===== src/rtl/pc_sequencer.sv =====
// Instruction-fetch program counter sequencer: IDLE -> FETCH -> EXEC loop,
// with next-PC resolution for JR, Jump/Jal and conditional branches.
module pc_sequencer (
    input  logic        clk,
    input  logic        reset,
    input  logic        Jump,
    input  logic        Jal,
    input  logic        JR,
    input  logic        BranchEQ,
    input  logic        BranchNE,
    input  logic        Zero,
    input  logic [25:0] JumpField,
    input  logic [15:0] BranchOffset,
    input  logic [31:0] RegJR,
    input  logic        Stall,
    input  logic        ImemReady,
    input  logic [31:0] ImemData,
    output logic        ImemReq,
    output logic [31:0] ImemAddr,
    output logic [31:0] PC,
    output logic [31:0] Instruction,
    output logic        InstrValid,
    output logic [31:0] ReturnAddr
);

    typedef enum logic [1:0] {
        IDLE  = 2'd0,
        FETCH = 2'd1,
        EXEC  = 2'd2
    } state_t;

    localparam logic [31:0] RESET_PC = 32'h0040_0000;

    state_t      stateReg, stateNext;
    logic [31:0] pcReg, pcNext;
    logic [31:0] instrReg, instrNext;

    logic [31:0] pcPlus4;
    logic [31:0] branchOffsetExt;
    logic [31:0] branchTarget;
    logic [31:0] jumpTarget;
    logic [31:0] jrTarget;
    logic        branchTaken;
    logic [31:0] targetPc;

    // Target arithmetic is plain 32-bit addition, so wrap-around is implicit.
    assign pcPlus4         = pcReg + 32'd4;
    assign branchOffsetExt = {{14{BranchOffset[15]}}, BranchOffset, 2'b00};
    assign branchTarget    = pcPlus4 + branchOffsetExt;
    assign jumpTarget      = {pcPlus4[31:28], JumpField, 2'b00};
    assign jrTarget        = RegJR & 32'hFFFF_FFFC;
    assign branchTaken     = (BranchEQ & Zero) | (BranchNE & ~Zero);

    always_comb begin
        targetPc = pcPlus4;
        if (JR)
            targetPc = jrTarget;
        else if (Jump || Jal)
            targetPc = jumpTarget;
        else if (branchTaken)
            targetPc = branchTarget;
    end

    // Reset wins over everything, so a fetch completing in the reset cycle is dropped.
    always_ff @(posedge clk) begin
        if (reset) begin
            stateReg <= IDLE;
            pcReg    <= RESET_PC;
            instrReg <= 32'h0000_0000;
        end else begin
            stateReg <= stateNext;
            pcReg    <= pcNext;
            instrReg <= instrNext;
        end
    end

    always_comb begin
        stateNext = stateReg;
        pcNext    = pcReg;
        instrNext = instrReg;
        case (stateReg)
            IDLE: begin
                stateNext = FETCH;
            end
            FETCH: begin
                if (ImemReady) begin
                    instrNext = ImemData;
                    stateNext = EXEC;
                end
            end
            EXEC: begin
                if (!Stall) begin
                    pcNext    = targetPc;
                    stateNext = FETCH;
                end
            end
            default: begin
                stateNext = IDLE;
            end
        endcase
    end

    always_comb begin
        ImemReq    = 1'b0;
        InstrValid = 1'b0;
        case (stateReg)
            FETCH:   ImemReq    = 1'b1;
            EXEC:    InstrValid = 1'b1;
            default: begin
                ImemReq    = 1'b0;
                InstrValid = 1'b0;
            end
        endcase
    end

    assign PC          = pcReg;
    assign ImemAddr    = pcReg;
    assign Instruction = instrReg;
    assign ReturnAddr  = pcPlus4;

endmodule


===== config.mk =====
export PLATFORM = sky130hd
export DESIGN_NAME = pc_sequencer
export DESIGN_NICKNAME = d
export VERILOG_FILES = /design/src/rtl/pc_sequencer.sv
export SDC_FILE = /design/constraint.sdc
export NUM_CORES = 1
export LEC_CHECK = 0
export CAP_MARGIN = 20
export CORE_ASPECT_RATIO = 0.75
export CORE_MARGIN = 2
export CORE_UTILIZATION = 44
export DETAILED_ROUTE_END_ITERATION = 12
export PLACE_DENSITY_LB_ADDON = 0.25
export SYNTH_ARGS = -nofsm -noshare
export SYNTH_HDL_FRONTEND = slang
export SYNTH_SLANG_ARGS = --single-unit

===== constraint.sdc =====
create_clock -name clk -period 4.8 [get_ports clk]
set_clock_uncertainty 0.2 [all_clocks]
set_input_delay 0.96 -clock clk [delete_from_list [all_inputs] [get_ports clk]]
set_output_delay 0.96 -clock clk [all_outputs]
set_load 0.01 [all_outputs]

==> results of run 1 <==
==> flip-flops by register name (all words and copies together), names as in the netlist <==
name	flops
stateReg	2
ImemAddr	30
Instruction	32
==> report_power, final <==
| part | internal, mW | switching (mW) | leakage [nW] |
|---|---|---|---|
| sequential | 0.551 | 0.0198 | 0.520 |
| combinational | 0.229 | 0.227 | 2.54 |
| clock | 0.461 | 0.275 | 0.162 |
==> kinds of logic after synthesis <==
kind of cell / count (synthesis) / share of synthesized area, %
XOR/XNOR: 44 / 7.019
adder cells (fa/ha/maj): 37 / 8.247
flip-flops: 64 / 22.46
buffers and inverters: 91 / 8.533
multiplexers: 12 / 2.150
other: 1 / 0.06574
AO/OA/AOI/OAI: 231 / 26.34
AND/OR/NAND/NOR: 312 / 25.18
==> critical path, cell delays in order, from the launching register on <==
cell       delay (ps)
dfxtp_1           420
ha_1              240
nand4_1           190
nor2_1            590
nand3_1           210
nor2_1            160
xor2_1            270
ha_1              400
a21oi_1           180
o21ai_1           170
o21bai_1          210
a21oi_1           270
a2111oi_2         110
or4_1             490
nand3_1            90
a211oi_1           70
==> synthesized netlist by cell type, drive strengths merged (17+ instances only) <==
library cell | n | area [um2]
a211oi | 21 | 157.7
clkbuf | 38 | 142.6
nor2 | 74 | 280.3
a21oi | 83 | 415.4
o211ai | 21 | 162.6
nand3 | 25 | 130.1
nand4 | 17 | 106.4
buf | 42 | 302.8
nand2 | 130 | 488.0
a21o | 18 | 135.1
ha | 36 | 450.4
xnor2 | 25 | 226.5
o21ai | 34 | 170.2
dfxtp | 64 | 1281
xor2 | 19 | 173.9
nor3 | 23 | 137.6
==> stage by stage <==
step	util (%)	cells	setup slack, ps
2_1_floorplan	-	797	958.5
3_3_place_gp	64.00	1136	568.8
3_5_place_dp	64.00	1136	510.0
4_1_cts	66.63	1152	470.3
5_1_grt	66.85	1153	90.58
6_report	66.85	1153	370.8
==> area by class of cell <==
class	instances	area [um2]
well taps	166	207.7
fillers	1129	4138
clock buffers	9	225.2
clock inverters	7	102.6
repair buffers	254	2515
inverters	11	41.29
flip-flops and latches	64	1281
multi-input cells	642	3970
==> layer usage <==
| layer | GRT usage, % | wire length (um) | part of all wire [%] | vias to the layer above |
|---|---|---|---|---|
| met3 | 5.900 | 1906 | 8.9 | 16 |
| met5 | 0 | 0 | 0 | - |
| li1 | - | - | - | 3198 |
| met1 | 40.88 | 9663 | 45 | 3091 |
| met4 | 6.891 | 233 | 1.1 | 0 |
| met2 | 47.29 | 9529 | 45 | 313 |
==> how the worst max path moves through the flow <==
stage          slack (ps)      endpoint
6_report              370  ImemAddr[29]
5_1_grt                90  ImemAddr[29]
4_1_cts               470  ImemAddr[29]
3_5_place_dp          510  ImemAddr[29]
3_3_place_gp          570  ImemAddr[29]
2_1_floorplan         960  ImemAddr[29]
==> results_dict.tcl, run 1 <==
set metrics [dict create \
    overflow 0 \
    rrSetupSlack_ps 370 \
    r2r_end "ImemAddr[29]" \
    cts.clk_slew.worst_paths_ps 70 \
    crit_type "flop to flop" \
    grt_pass1_vias 5958 \
    ant_nets 0 \
    syn_inst 792 \
    yosys_warnings 0 \
    grt_usage_pct 29.39 \
    crit_start "ImemAddr[3]" \
    post-cts-setup-buffers 0 \
    hold_viol 0 \
    layout-drive-gt1-share_pct 5.370 \
    num_rows 35 \
    setup_viol 0 \
    mostFrequentLayoutCell "clkdlybuf4s50_1" \
    htreeDepth 3 \
    cp.arrival_ps 4420 \
    stdcell_area_um2 8343 \
    power.density_nw_per_um2 211.4 \
    postCtsResizedCells 0 \
    ys_types 70 \
    routedWlPerCell_um 18.50 \
    async_flop_share_pct 0 \
    slew_viol_final 0 \
    r2r-start "ImemAddr[3]" \
    vias 6618 \
    area_delta_synth_final_pct 46.26 \
    port_buffers 237 \
    min_delay_worst_endpoint "Instruction[17]" \
    synth_seq_cells 64 \
    cts_buffers 9 \
    synth_ff_type "dfxtp_1" \
    p_leak_nw 3.224 \
    status "finished clean" \
    fin_crit_sh_pct 92.27 \
    fin_total_pwr_mw 1.764 \
    initial_utilization_pct 45.70 \
    die-area_um2 13900 \
    relSlewSlack_pct 48.11 \
    clk_latency_ps 340 \
    holdPathStages 2 \
    start_kind "flop" \
    min_period_ps 4429 \
    dp_hpwl_mm 15.94 \
    place_congestion 0.9366 \
    worst-r2r-cell-count 15 \
    pin_count 246 \
    grt_antenna_before_repair 0 \
    drv_cap 0 \
    root_buffer "clkbuf_16" \
    netlist_area_um2 5704 \
    max-vdd-ir-drop_uv 187.9 \
    fp.dieH_um 102.6 \
    grt_pass1_wl_mm 31.83 \
    drc 0 \
    clock-sinks 64 \
    clockBufferDepth 2 \
    nets 1135 \
    drt_iter0_drc 522 \
    holdWs_ps 252.3 \
    vias_per_cell 5.740 \
    yosysSeqAreaShare_pct 22.46 \
    core_area_um2 12480 \
    die_x_um 135.5 \
    drt_first_pass_iters 5 \
    hp-start "Instruction[17]" \
    rsz0062_at_grt "no" \
    num_antenna_cells 0 \
    setup_tns_ps 0 \
    avgSynthCellArea_um2 7.202 \
    worstPathMaxFanout 10 \
    grt_max_degree 70 \
    layout_common_cells "clkdlybuf4s50_1 (236), nand2_1 (130), a21oi_1 (83)" \
    cts_tree "done" \
    hold_class "flop to flop" \
    wl_mm 21.33 \
    tightest_slew_ps 778.4 \
    cts_hold_buffers 0 \
    postPlaceCellArea_um2 7988 \
    end_kind "flop" \
    cp_data_required_time_ps 4790 \
    max_freq_mhz 225.8 \
    synth_edf_count 0 \
]
(Power assumes the default switching activity.)
==> inputs of run 2 (changes only) <==
Settings changed: CORE_MARGIN 2 to not set, GPL_ROUTABILITY_DRIVEN set to 0.
==> run 2 against run 1 <==
Compared with the run above: critical path depth down 1; global-route usage grew 0.78 points; total power decreased by 3.1%; die area shrank 3.4%; combinational power barely moved; first-iteration DRC count up 18%.
==> results_dict.tcl, run 2 (synthesis results as in run 1) <==
set metrics [dict create \
    layout-drive-gt1-share_pct 5.178 \
    tightest_slew_ps 1074 \
    stdcell_area_um2 8294 \
    core_area_um2 12440 \
    status "finished clean" \
    vias 6706 \
    cts_tree "done" \
    cts_hold_buffers 0 \
    drc 0 \
    grt_pass1_vias 6003 \
    postPlaceCellArea_um2 7988 \
    postCtsResizedCells 0 \
    ant_nets 0 \
    grt_usage_pct 30.16 \
    num_rows 35 \
    fin_crit_sh_pct 90.72 \
    r2r_end "ImemAddr[29]" \
    drt-met1-wl_mm 9.050 \
    area_delta_synth_final_pct 45.40 \
    cp_data_required_time_ps 4790 \
    wl_met2_mm 9.344 \
    setup_viol 0 \
    drt_iter0_drc 614 \
    hold_class "flop to flop" \
    wl_mm 20.88 \
    drt_first_pass_iters 5 \
    rrSetupSlack_ps 450 \
    initial_utilization_pct 45.87 \
    end_kind "flop" \
    nets 1133 \
    mostFrequentLayoutCell "clkdlybuf4s50_1" \
    crit_path_cell_trace "ha_1 -> nand4_1 -> nor2_1 -> nand3_1 -> xnor2_1 -> ha_1 -> a21oi_1 -> o31a_1 -> o21bai_1 -> a21oi_1 -> a2111oi_2 -> or4_1 -> nand3_1 -> a211oi_1" \
    grt_antenna_before_repair 0 \
    start_kind "flop" \
    vias_per_cell 5.826 \
    worst-r2r-cell-count 14 \
    htreeDepth 3 \
    crit_start "ImemAddr[2]" \
    relSlewSlack_pct 28.24 \
    top_layer "met4" \
    dp_hpwl_mm 15.71 \
    fp.dieH_um 100.6 \
    largest_register_ffs 32 \
    num_antenna_cells 0 \
    die_x_um 133.5 \
    min_period_ps 4354 \
    p_leak_nw 3.185 \
    crit_type "flop to flop" \
    hold_viol 0 \
    worstPathMaxFanout 10 \
    overflow 0 \
    clk_latency_ps 340 \
    met3_length_mm 2.027 \
    pin_count 246 \
    slew_viol_final 0 \
    slowest_stage "nor2_1" \
    setup_tns_ps 0 \
    power.density_nw_per_um2 206.0 \
    cts_buffers 9 \
    cp.arrival_ps 4340 \
    crit_path_end "ImemAddr[29]" \
    r2r-start "ImemAddr[2]" \
    grt_pass1_wl_mm 31.86 \
    drv_cap 0 \
    clock-sinks 64 \
    cp_slowest_stage_delay_ps 530 \
    layout_common_cells "clkdlybuf4s50_1 (236), nand2_1 (130), a21oi_1 (83)" \
    max_freq_mhz 229.7 \
    nFillCells 1115 \
    clockBufferDepth 2 \
    final_util_pct 66.69 \
    die-area_um2 13430 \
    rsz0062_at_grt "no" \
    root_buffer "clkbuf_16" \
    routedWlPerCell_um 18.14 \
    port_buffers 237 \
    holdWs_ps 252.3 \
    post-cts-setup-buffers 0 \
    cts.clk_slew.worst_paths_ps 70 \
    grt_max_degree 57 \
    max-vdd-ir-drop_uv 165.3 \
]
run 2: cell types whose count changed in the layout (fill, tap and decap cells not counted):
cell and change:
clkinvlp_4 +3, buf_4 -2, buf_16 -1, buf_8 +1, bufinv_16 -1, clkinv_2 -1
inv_6 -1
run 2: how the worst min path moves through the flow:
stage                         start               to  slack (ps)  cells past startpoint
floorplan            Instruction[0]   Instruction[0]         280                      2
global placement    Instruction[15]  Instruction[15]         240                      2
detailed placement   Instruction[2]   Instruction[2]         250                      2
CTS                  Instruction[2]   Instruction[2]         250                      2
global route        Instruction[30]  Instruction[30]         270                      2
finish              Instruction[22]  Instruction[22]         250                      2
run 2: power breakdown:
part           leakage [nW]  switching [mW]  total, mW  internal, mW
Clock                 0.140           0.276      0.684         0.407
Combinational          2.53           0.227      0.455         0.228
Sequential            0.520          0.0190      0.570         0.551
run 2: critical path, delay by kind of cell (launching register included):
kind | cells | cell delay (ps)
adders and majority gates | 2 | 660
DFF | 1 | 430
AOI/OAI and AO/OA | 6 | 1120
and+or+nand+nor | 5 | 1490
xor gates and xnor gates | 1 | 300
run 2: metrics by stage:
stage / power, mW / instances / worst slack (ps)
2_1_floorplan: 0.8132 / 797 / 958.5
3_3_place_gp: 1.022 / 1134 / 547.6
3_5_place_dp: 1.028 / 1135 / 498.3
4_1_cts: 1.711 / 1151 / 494.5
5_1_grt: 1.777 / 1151 / 145.7
6_report: 1.709 / 1151 / 445.7
run 2: area by class of cell:
class,count,area [um2],share of cell area [%]
multi-input cells,642,3970,47.87
repair buffers,252,2487,29.99
flip-flops and latches,64,1281,15.45
clock buffers,9,225.2,2.715
well taps,166,207.7,2.504
clock inverters,7,81.33,0.9805
inverters,11,41.29,0.4978
run 2: per-layer routing:
layer	track usage, %	vias to the layer above
li1	-	3201
met1	40.94	3096
met2	48.44	373
met3	5.681	36
met4	9.178	0
met5	0	-
==> inputs of run 3 (changes only) <==
Settings changed: CTS_CLUSTER_SIZE set to 28.
==> results of run 3 <==
The final DEF is identical to that of run 2; final timing and power are the same.
